$ cat config.mk
export PLATFORM = sky130hd
export DESIGN_NAME = escalonador_irrigacao
export DESIGN_NICKNAME = d
export VERILOG_FILES = /design/src/rtl/escalonador_irrigacao.sv
export SDC_FILE = /design/constraint.sdc
export NUM_CORES = 1
export LEC_CHECK = 0
export ABC_AREA = 1
export CAP_MARGIN = 20
export CORE_MARGIN = 2
export CORE_UTILIZATION = 55
export CTS_CLUSTER_DIAMETER = 80
export DETAILED_ROUTE_END_ITERATION = 6
export GPL_TIMING_DRIVEN = 0
export PLACE_DENSITY = 0.79
export SYNTH_ARGS = -nofsm -noshare
export SYNTH_HDL_FRONTEND = slang
export SYNTH_SLANG_ARGS = --single-unit
$ cat constraint.sdc
create_clock -name Clock -period 4.05 [get_ports Clock]
set_input_delay 0.405 -clock Clock [delete_from_list [all_inputs] [get_ports Clock]]
set_output_delay 0.405 -clock Clock [all_outputs]
set_load 0.005 [all_outputs]
$ cat src/rtl/escalonador_irrigacao.sv
// -----------------------------------------------------------------------------
// escalonador_irrigacao
// Shares one irrigation pump (Bs), the tank inlet valve (Ve), the agrochemical
// pump (Bs_Ag) and the outlet/cleaning valve (Vs) among three requesters
// (sprinkler, drip, agrochemical). Each service runs in a timed window. The
// service windows never overlap. The pump rests after every irrigation window,
// the tank is refilled on demand, and inconsistent level sensors latch an error.
//
// Ports
//   Clock                     in   rising-edge clock
//   Reset                     in   asynchronous, active-low
//   L, M, H                   in   tank level sensors (1 = water at/above)
//   Req_Asp, Req_Got, Req_Ag  in   level-held service requests
//   Ve, Bs, Bs_Ag, Vs         out  inlet valve, irrigation pump,
//                                  agro pump, outlet valve
//   Gnt_Asp, Gnt_Got, Gnt_Ag  out  one-hot service grants
//   Ocupado                   out  state is not OCIOSO
//   E                         out  sticky error flag
//   Estado                    out  current state code
//
// Optional feature: macro LIMPEZA_AUTO_EN.
//   Defined:   a cleaning window (Vs=1) follows every agrochemical window.
//   Undefined: AGRO returns straight to OCIOSO, and Vs stays 0.
// -----------------------------------------------------------------------------
module escalonador_irrigacao #(
    parameter int T_ASP  = 16,
    parameter int T_GOT  = 32,
    parameter int T_AG   = 8,
    parameter int T_LIMP = 8,
    parameter int T_REP  = 4,
    parameter int T_ENCH = 64,
    parameter int CW     = 8
) (
    input  logic       Clock,
    input  logic       Reset,
    input  logic       H,
    input  logic       M,
    input  logic       L,
    input  logic       Req_Asp,
    input  logic       Req_Got,
    input  logic       Req_Ag,
    output logic       Ve,
    output logic       Bs,
    output logic       Bs_Ag,
    output logic       Vs,
    output logic       Gnt_Asp,
    output logic       Gnt_Got,
    output logic       Gnt_Ag,
    output logic       Ocupado,
    output logic       E,
    output logic [2:0] Estado
);

    typedef enum logic [2:0] {
        OCIOSO      = 3'd0,
        ENCHENDO    = 3'd1,
        ASPERSAO    = 3'd2,
        GOTEJAMENTO = 3'd3,
        AGRO        = 3'd4,
        LIMPEZA     = 3'd5,
        REPOUSO     = 3'd6,
        ERRO        = 3'd7
    } estado_t;

    // Output vector order: {Ve, Bs, Bs_Ag, Vs, Gnt_Asp, Gnt_Got, Gnt_Ag, Ocupado, E}
    estado_t       estado_q, estado_d;
    logic [CW-1:0] timer_q, timer_d;
    logic          rr_got_q, rr_got_d;   // 0: sprinkler has priority, 1: drip
    logic [8:0]    saidas_q, saidas_d;
    logic          req_any_s;
    logic          niveis_ok_s;

    // A physically consistent tank fills from the bottom: L before M before H.
    function automatic logic niveis_validos(input logic [2:0] lmh);
        logic ok;
        case (lmh)
            3'b000, 3'b100, 3'b110, 3'b111: ok = 1'b1;
            default:                        ok = 1'b0;
        endcase
        return ok;
    endfunction

    assign req_any_s   = Req_Asp | Req_Got | Req_Ag;
    assign niveis_ok_s = niveis_validos({L, M, H});

    // Next-state, round-robin pointer and timer logic
    always_comb begin
        estado_d = estado_q;
        rr_got_d = rr_got_q;
        if ((estado_q != ERRO) && !niveis_ok_s) begin
            estado_d = ERRO;
        end else begin
            case (estado_q)
                OCIOSO: begin
                    if (!L)                        estado_d = ENCHENDO;
                    else if (req_any_s && !M)      estado_d = ENCHENDO;
                    else if (Req_Ag)               estado_d = AGRO;
                    else if (Req_Asp && Req_Got)   estado_d = rr_got_q ? GOTEJAMENTO : ASPERSAO;
                    else if (Req_Asp)              estado_d = ASPERSAO;
                    else if (Req_Got)              estado_d = GOTEJAMENTO;
                    else                           estado_d = OCIOSO;
                end
                ENCHENDO: begin
                    if (H)                                     estado_d = OCIOSO;
                    else if (timer_q == CW'(T_ENCH - 1))       estado_d = ERRO;
                    else                                       estado_d = ENCHENDO;
                end
                ASPERSAO: begin
                    // Losing water aborts the window without moving the pointer,
                    // so the same requester is served again after refilling.
                    if (!L) begin
                        estado_d = ENCHENDO;
                    end else if (timer_q == CW'(T_ASP - 1)) begin
                        estado_d = REPOUSO;
                        rr_got_d = 1'b1;
                    end else begin
                        estado_d = ASPERSAO;
                    end
                end
                GOTEJAMENTO: begin
                    if (!L) begin
                        estado_d = ENCHENDO;
                    end else if (timer_q == CW'(T_GOT - 1)) begin
                        estado_d = REPOUSO;
                        rr_got_d = 1'b0;
                    end else begin
                        estado_d = GOTEJAMENTO;
                    end
                end
                AGRO: begin
                    if (timer_q == CW'(T_AG - 1)) begin
`ifdef LIMPEZA_AUTO_EN
                        estado_d = LIMPEZA;
`else
                        estado_d = OCIOSO;
`endif
                    end else begin
                        estado_d = AGRO;
                    end
                end
`ifdef LIMPEZA_AUTO_EN
                LIMPEZA: begin
                    if (timer_q == CW'(T_LIMP - 1)) estado_d = OCIOSO;
                    else                            estado_d = LIMPEZA;
                end
`endif
                REPOUSO: begin
                    if (timer_q == CW'(T_REP - 1)) estado_d = REPOUSO == estado_q ? OCIOSO : REPOUSO;
                    else                           estado_d = REPOUSO;
                end
                ERRO:    estado_d = ERRO;
                default: estado_d = OCIOSO;
            endcase
        end
        // The timer counts cycles spent in the current state.
        if (estado_d != estado_q) timer_d = {CW{1'b0}};
        else                      timer_d = timer_q + CW'(1);
    end

    // Output decode from the next state so outputs switch with the state register
    always_comb begin
        saidas_d = 9'b0_0000_0000;
        case (estado_d)
            OCIOSO:      saidas_d = 9'b0_0000_0000;
            ENCHENDO:    saidas_d = 9'b1_0000_0010;
            ASPERSAO:    saidas_d = 9'b0_1001_0010;
            GOTEJAMENTO: saidas_d = 9'b0_1000_1010;
            AGRO:        saidas_d = 9'b0_0100_0110;
`ifdef LIMPEZA_AUTO_EN
            LIMPEZA:     saidas_d = 9'b0_0010_0010;
`endif
            REPOUSO:     saidas_d = 9'b0_0000_0010;
            ERRO:        saidas_d = 9'b0_0000_0011;
            default:     saidas_d = 9'b0_0000_0000;
        endcase
    end

    // State, timer, pointer and output registers
    always_ff @(posedge Clock or negedge Reset) begin
        if (!Reset) begin
            estado_q <= OCIOSO;
            timer_q  <= {CW{1'b0}};
            rr_got_q <= 1'b0;
            saidas_q <= 9'b0_0000_0000;
        end else begin
            estado_q <= estado_d;
            timer_q  <= timer_d;
            rr_got_q <= rr_got_d;
            saidas_q <= saidas_d;
        end
    end

    assign {Ve, Bs, Bs_Ag, Vs, Gnt_Asp, Gnt_Got, Gnt_Ag, Ocupado, E} = saidas_q;
    assign Estado = estado_q;

endmodule
-- After elaboration in Yosys (flattened, before gate mapping)
Index checks and enable logic that the tools add are counted.
- add/sub/neg operators: 1
- eq/ne operators: 27
- multiplexer cells: 26
- bitwise logic cells: 3
- reduce and logical (&&, ||, !) cells: 10
- operator list (operator ; count):
    case mux 9 bit (6 select lines) ; 1
    2-to-1 mux 3 bit ; 13
    == test 3 bit, second input constant ; 9
    case mux 3 bit (7 select lines) ; 1
    == test 3 x 2 -> 1 bit, second input constant ; 4
    adder 8 x 1 -> 8 bit, second input constant ; 1
    == test 8 x 2 -> 1 bit, second input constant ; 1
    == test 8 x 3 -> 1 bit, second input constant ; 1
    == test 8 x 4 -> 1 bit, second input constant ; 1
    == test 8 x 5 -> 1 bit, second input constant ; 1
    == test 8 x 6 -> 1 bit, second input constant ; 1
    2-to-1 mux 8 bit ; 1
    != test 2 bit, second input constant ; 4
    == test 3 x 1 -> 1 bit, second input constant ; 2
    logical NOT 3 bit ; 2
    2-to-1 mux 1 bit ; 6
    2-to-1 mux 2 bit ; 3
    AND reduction 6 bit ; 1
    OR reduction 4 bit ; 1
    == test 3 bit, first input constant ; 1
    logical AND 1 bit ; 3
    != test 3 bit ; 1
    != test 3 bit, second input constant ; 1
    logical NOT 1 bit ; 2
    4 further kinds ; 5
- register bits after elaboration: 21
- bits of input ports: 8
- output and inout bits: 12

-- Depth between registers and ports, before layout
Gate-level depths: netlist of run 1.
- depth after elaboration: 10
- mapped depth: 13

-- Least setup slack after synthesis of run 1
OpenSTA, ideal clock, no wires.
- path type: register to register
- from: register timer_q[0]
- to: register timer_q[2]
- library setup time: 0.120 ns
- data arrival time: 1.482 ns
- required time: 3.930 ns
- path slack: 2.448 ns
- cell stages (with the launch flop): 14
- buffers on the path: 0
- cell sequence: dfrtp_1 ha_1 nand2_2 inv_1 nand2_1 nor2_1 nand2_1 nand2_1 nor2_1 nand3_2 nand2_1 nand2_1 nand3_4 nor2_1
- word-level cells in the longest chain between the ends: 7
- elaborated cells on any way between the ends: 18
- classes of those cells: add/sub (1); eq/ne (6); mux (11)
- ends and longest elaborated chain (item ; RTL line ; text):
    start: declaration ; 67 ; logic [CW-1:0] timer_q, timer_d;
    start signal: assignment ; 182 ; timer_q <= {CW{1'b0}};
    start signal: assignment ; 187 ; timer_q <= timer_d;
    == test 8 x 5 -> 1 bit, or another cell as far along ; 123 ; end else if (timer_q == CW'(T_GOT - 1)) begin
    2-to-1 mux 3 bit, on equally long branches ; 123, 105, 113 ;
    2-to-1 mux 3 bit, on equally long branches ; 121, 104, 111 ;
    case mux 3 bit (7 select lines) (*) ; 93 ; case (estado_q)
    2-to-1 mux 3 bit (*) ; 90 ; if ((estado_q != ERRO) && !niveis_ok_s) begin
    named net estado_d[2] ; 66 ; estado_t estado_q, estado_d;
    != test 3 bit (*) ; 156 ; if (estado_d != estado_q) timer_d = {CW{1'b0}};
    2-to-1 mux 8 bit (*) ; 156 ;
    named net timer_d[2] ; 67 ;
The timed path passes the listed nets; every way through them passes the cells marked *.
A chain may end at the register's enable or synchronous reset.

-- Final worst setup path of run 1
- from: register timer_q[0]
- to: register timer_q[2]
- word-level cells in the longest chain between the ends: 7
- elaborated cells on any way between the ends: 18
- classes of those cells: add/sub (1); eq/ne (6); mux (11)
- ends and longest elaborated chain (item ; RTL line ; text):
    == test 8 x 5 -> 1 bit ; 123 ;
    2-to-1 mux 3 bit ; 123 ;
    2-to-1 mux 3 bit ; 121 ; if (!L) begin
    case mux 3 bit (7 select lines) (*) ; 93 ;
    2-to-1 mux 3 bit (*) ; 90 ;
    named net estado_d[0] ; 66 ;
    != test 3 bit (*) ; 156 ;
    2-to-1 mux 8 bit (*) ; 156 ;
    named net timer_d[2] ; 67 ;
Marks and branches as above.

==> metrics.cfg, run 1 <==
[routing]
drc=0
drtPass1Iterations=4
routed_wl_um=2320
ant_nets=0
drt_iter0_markers=24
via_count=1010
wire_per_inst_um=11.3
vias_per_cell=4.93

[sta]
hold_viol=0
fmax_mhz=537
setup_slack_ns=2.19
skew_ns=0.00198
finalSetupViolations=0
post-route-min-period_ns=1.86
worst_slew_pin_slew_ns=0.828
hold_slack_ns=0.470
finalSetupTns_ns=0
grt_setup_unrepaired=no
slew_viol_final=0
max_slew_margin=0.446
finalCritPeriodShare=0.460

[floorplanning]
core_mm2=0.00196
start_util=0.580
die_y_um=49.5
rows=16
top_level_ports=20
fp.dieArea_mm2=0.00245
die_w_um=49.5

[global_routing]
grt_pass1_wl_um=3980
globalRouteOverflowTotal=0
grt_pass1_vias=951
grt_max_degree=20
antenna_found_initial=0
grt.total_usage=0.213

[run_status]
outcome=completed

[clock_network]
cts-htree-levels=1
worstSkewPairLatency_ns=0.29
cts-root-buf=clkbuf_4
path_clk_slew_ns=0.10
post_cts_buffers=0
ctsHoldBuffers=0
cts_buffer_depth=2
cts_sinks=19
cts-resized-gates=0
cts_buffers=3
tritoncts=yes

[placed_design]
globalplace.congestion=0.929
placed_cell_area_mm2=0.00135
io_buffers=18
dpl_worst_slack_ns=1.94
dp.cells=201
hpwl_um=1810

[worst_setup_path]
cp.arrival_ns=2.06
r2r_end=timer_q[2]
rrSetupSlack_ns=2.19
cp-end-kind=flop
path_class=flop to flop
rr_startpoint=timer_q[0]
reg2reg_depth=12
start_kind=flop
worstPathMaxFanout=8
worstPathRequired_ns=4.24
cp-startpoint=timer_q[0]
crit_end=timer_q[2]

[yosys]
ys_ff_latch=19
syn_inst=156
synth_nets=165
yosys-top-cells-area=dfrtp_1, nand2_1, nor2_1
yosysTopAreaCell=dfrtp_1
synth_top_area_frac=0.418
netlist-cell-type-count=24
ys_seq_area_frac=0.418
synth.avg_cell_area_um2=7.30
syn_area_mm2=0.00114
yosys_warnings=0

[final_layout]
fillCellCount=182
syn2layout_area_growth_pct=21.1
most-common-layout-cells=nand2_1, nor2_1, inv_1
fin_nets=188
regArea_um2=475
fin_cells=205
diodes=0
drive_gt1_frac=0.101
final_area_mm2=0.00138
multi_input_area_um2=554

[pwr]
power.leakage_nw=0.696
vdd_drop_max_v=0.000208
p_per_area_mw_per_mm2=219

[hold_path]
hp-class=flop to flop

[run]
drv_cap=0

-- cells in the mapped netlist (all sizes together) --
cell and n:
o21ai 4, buf 3, nand4 3, xor2 4, nand3b 1, dfrtp 19, nor3 5, conb 1
a21oi 1, nand2 34, inv 22, nor2 36, ha 1, nand3 19, o21bai 1, xnor2 2
-- layer usage --
layer  wire length, µm  share of wire  vias up  track usage
li1                  -              -      530            -
met1              1140           0.49      453        0.283
met2              1010           0.44       23        0.333
met3               140          0.060        4       0.0606
met4                25          0.011        0       0.0787
met5                 0              0        -            0
-- final cells by class --
cell class,instances,share of cell area
well taps,27,0.0245
inverters,22,0.0599
multi-input cells,112,0.402
clock buffers,4,0.0191
plain buffers,3,0.0191
repair buffers,18,0.131
flip-flops and latches,19,0.345
-- state kept, by name (all words and copies together) (netlist names) --
| register | count |
|---|---|
| timer_q | 8 |
| rr_got_q | 1 |
| saidas_q | 7 |
| Estado | 3 |
-- per-stage QoR --
step                total power, W   util
floorplan                 0.000199      -
global placement          0.000210  0.689
detailed placement        0.000211  0.689
CTS                       0.000305  0.703
global route              0.000314  0.703
finish                    0.000302  0.703
-- worst max-delay path, cell delays in order, from the launching register on --
cell      delay, ns
dfrtp_1        0.39
ha_1           0.25
nand2_2        0.10
inv_1          0.08
nand2_1        0.06
o21bai_1       0.20
nand2_1        0.10
inv_2          0.07
nand3_2        0.13
nand2_1        0.09
nand2_1        0.08
nand3_4        0.14
nor2_1         0.06
-- worst min-delay path by stage --
stage / from / end / cells past startpoint
floorplan: Reset / Estado[0] / 0
global route: timer_q[0] / timer_q[0] / 1
CTS: timer_q[0] / timer_q[0] / 1
detailed placement: timer_q[0] / timer_q[0] / 1
global placement: timer_q[0] / timer_q[0] / 1
finish: timer_q[0] / timer_q[0] / 1
-- report_power, final --
part	switching [W]	total (W)	internal (W)
logic	0.00000910	0.0000173	0.00000823
registers	0	0.000190	0.000190
clock network	0.0000568	0.0000952	0.0000384
total	0.0000659	0.000302	0.000236
-- cells by family after synthesis --
logic type / Yosys count / synth area share
compound gates: 6 / 0.0286
other cells: 1 / 0.00329
simple gates: 98 / 0.398
xor+xnor: 6 / 0.0462
flops: 19 / 0.418
fa+ha+maj: 1 / 0.0110
buf+inv: 25 / 0.0956
(Power assumes the default switching activity.)
==> inputs of run 2 (changes only) <==
--- a/config.mk
+++ b/config.mk
@@ -8,11 +8,11 @@
 export ABC_AREA = 1
 export CAP_MARGIN = 20
 export CORE_MARGIN = 2
-export CORE_UTILIZATION = 55
+export CORE_UTILIZATION = 46
 export CTS_CLUSTER_DIAMETER = 80
 export DETAILED_ROUTE_END_ITERATION = 6
 export GPL_TIMING_DRIVEN = 0
-export PLACE_DENSITY = 0.79
+export PLACE_DENSITY = 0.7
 export SYNTH_ARGS = -nofsm -noshare
 export SYNTH_HDL_FRONTEND = slang
 export SYNTH_SLANG_ARGS = --single-unit
==> constraint.sdc (replaced) <==
create_clock -name Clock -period 1.6 [get_ports Clock]
set_input_delay 0.16 -clock Clock [delete_from_list [all_inputs] [get_ports Clock]]
set_output_delay 0.16 -clock Clock [all_outputs]
set_load 0.005 [all_outputs]
==> run 2 against run 1 <==
Effect of this change: sequential power grew to 2.5 times the previous value; critical endpoint is now timer_q[5]; worst hold slack worse by 0.14 ns; register-to-register slack worse by 2.3 ns; the flow now finishes with violations (negative setup slack); non-clock buffer count is 9 higher; critical path type unchanged; global-route usage is 1.6 points lower; design area is 17% higher.
==> metrics.cfg, run 2 (same netlist as run 1, synthesis figures left out) <==
[global_routing]
grt_max_degree=20  ; unchanged
globalRouteOverflowTotal=0  ; unchanged
grt_pass1_wl_um=4130  ; +3.8%
grt.total_usage=0.197  ; -0.0161
grt_pass1_vias=993  ; +4.4%
antenna_found_initial=0  ; unchanged

[clock_network]
cts-root-buf=clkbuf_4
path_clk_slew_ns=0.11  ; about the same
cts-htree-levels=1  ; unchanged
cts_buffers=3  ; unchanged
tritoncts=yes
worstSkewPairLatency_ns=0.30  ; about the same
cts_sinks=19  ; unchanged
cts_buffer_depth=2  ; unchanged

[pwr]
power.leakage_nw=0.793  ; +14%
vdd_drop_max_v=0.000579  ; +180%
p_per_area_mw_per_mm2=480  ; +120%

[floorplanning]
fp.dieArea_mm2=0.00289  ; +18%
rows=18  ; +2
core_mm2=0.00241  ; +23%
top_level_ports=20  ; unchanged
start_util=0.472  ; -0.108
die_y_um=53.8  ; +8.6%
die_w_um=53.8  ; +8.6%

[worst_setup_path]
cpMostUsedCell=nor2_2
slowest_stage=dfrtp_1
cp-end-kind=flop
cp.arrival_ns=1.91  ; -0.15 ns
crit_chain=ha_4, inv_2, nor2_4, nand2_2, nor2_2, nor2_2, nor2_2, nand3_2, nand2_1, nand2_2, nand3_4, nor2_1
path_class=flop to flop
start_kind=flop
worstPathRequired_ns=1.81  ; -2.43 ns
worstPathMaxFanout=8  ; unchanged
cp_slowest_stage_delay_ns=0.42  ; +0.03 ns

[run]
drv_cap=0  ; unchanged

[final_layout]
syn2layout_area_growth_pct=41.8
largest_register=timer_q
largest_reg_flops=8  ; unchanged
fin_nets=197  ; +4.8%
final_area_mm2=0.00161  ; +17%
drive_gt1_frac=0.316  ; +0.214
layout_commonest_cell=nand2_1
most-common-layout-cells=nand2_1, nor2_1, clkdlybuf4s50_1
fin_util=0.670  ; -0.0330
diodes=0  ; unchanged

[sta]
hold_slack_ns=0.327  ; -0.142 ns
finalSetupTns_ns=-0.769  ; -0.769 ns
slew_viol_final=0  ; unchanged
max_slew_margin=0.431  ; -0.0152
finalCritPeriodShare=1.06  ; +0.603
finalSetupViolations=9  ; +9
skew_ns=0.00465  ; +0.00267 ns
hold_viol=0  ; unchanged
setup_slack_ns=-0.101  ; -2.29 ns
fmax_mhz=588  ; +9.6%
worst_slew_pin_slew_ns=0.851  ; +0.0228 ns
post-route-min-period_ns=1.70  ; -0.162 ns
grt_setup_unrepaired=yes

[routing]
vias_per_cell=4.99  ; +1.2%
drt_iter0_markers=36  ; +50%
via_count=1082  ; +7.1%
wire_per_inst_um=12.5  ; +11%
routed_wl_um=2720  ; +17%
drc=0  ; unchanged
ant_nets=0  ; unchanged
drtPass1Iterations=4  ; unchanged

[placed_design]
io_buffers=18  ; unchanged
dpl_worst_slack_ns=-0.245  ; -2.18 ns
hpwl_um=1820  ; +0.38%
globalplace.congestion=0.865  ; -6.9%
placed_cell_area_mm2=0.00136  ; +0.46%

[hold_path]
hp-class=input pin to asynchronous set/reset pin

[run_status]
outcome=finished, violations left
violations=negative setup slack

-- run 2: metal layers --
layer | up-vias | share of wire | GRT usage
li1 | 544 | - | -
met4 | 0 | 0.0092 | 0.0769
met3 | 4 | 0.056 | 0.0361
met1 | 502 | 0.41 | 0.253
met5 | - | 0 | 0
met2 | 32 | 0.52 | 0.327
-- run 2: stage by stage --
stage	power (W)	std cells
CTS	0.000774	212
global route	0.000802	217
floorplan	0.000503	156
global placement	0.000532	204
finish	0.000775	217
detailed placement	0.000534	204
-- run 2: final cells by class --
cell class | count | area, µm²
sequential | 19 | 478
multi-input combinational | 112 | 681
clock buffer | 3 | 22.5
tap | 30 | 37.5
inverter | 22 | 87.6
clock inverter | 1 | 5.00
timing repair buffer | 27 | 277
fill | 197 | 796
buffer | 3 | 26.3
-- run 2: final timing paths --
check	cells after the start	startpoint	endpoint	slack, ns
setup reg to reg	12	timer_q[1]	timer_q[5]	-0.10
min in group Clock	2	rr_got_q	rr_got_q	0.53
max in group asynchronous	1	Reset	Estado[2]	0.69
hold / removal	1	Reset	timer_q[6]	0.33
setup / recovery	12	timer_q[1]	timer_q[5]	-0.10
hold reg to reg	2	rr_got_q	rr_got_q	0.53
-- run 2: worst max-delay path: cells and delay by family, from the launching register on --
kind | cells | cell delay (ns)
adder cells (fa/ha/maj) | 1 | 0.19
flip-flops | 1 | 0.42
AND/OR/NAND/NOR | 10 | 0.95
buffers and inverters | 1 | 0.05
-- run 2: what timing repair did --
action,CTS,global route
cloned,0,0
gates resized for setup,16,27
endpoints found under the setup margin,12,17
setup buffers,4,5
hold buffers,0,0
pin swaps,6,6
-- run 2: where the power goes --
part / internal, W / switching, W / total (W) / leakage [nW]
combinational: 0.0000209 / 0.0000242 / 0.0000451 / 0.551
sequential: 0.000480 / 0 / 0.000480 / 0.224
clock: 0.0000934 / 0.000157 / 0.000250 / 0.0177
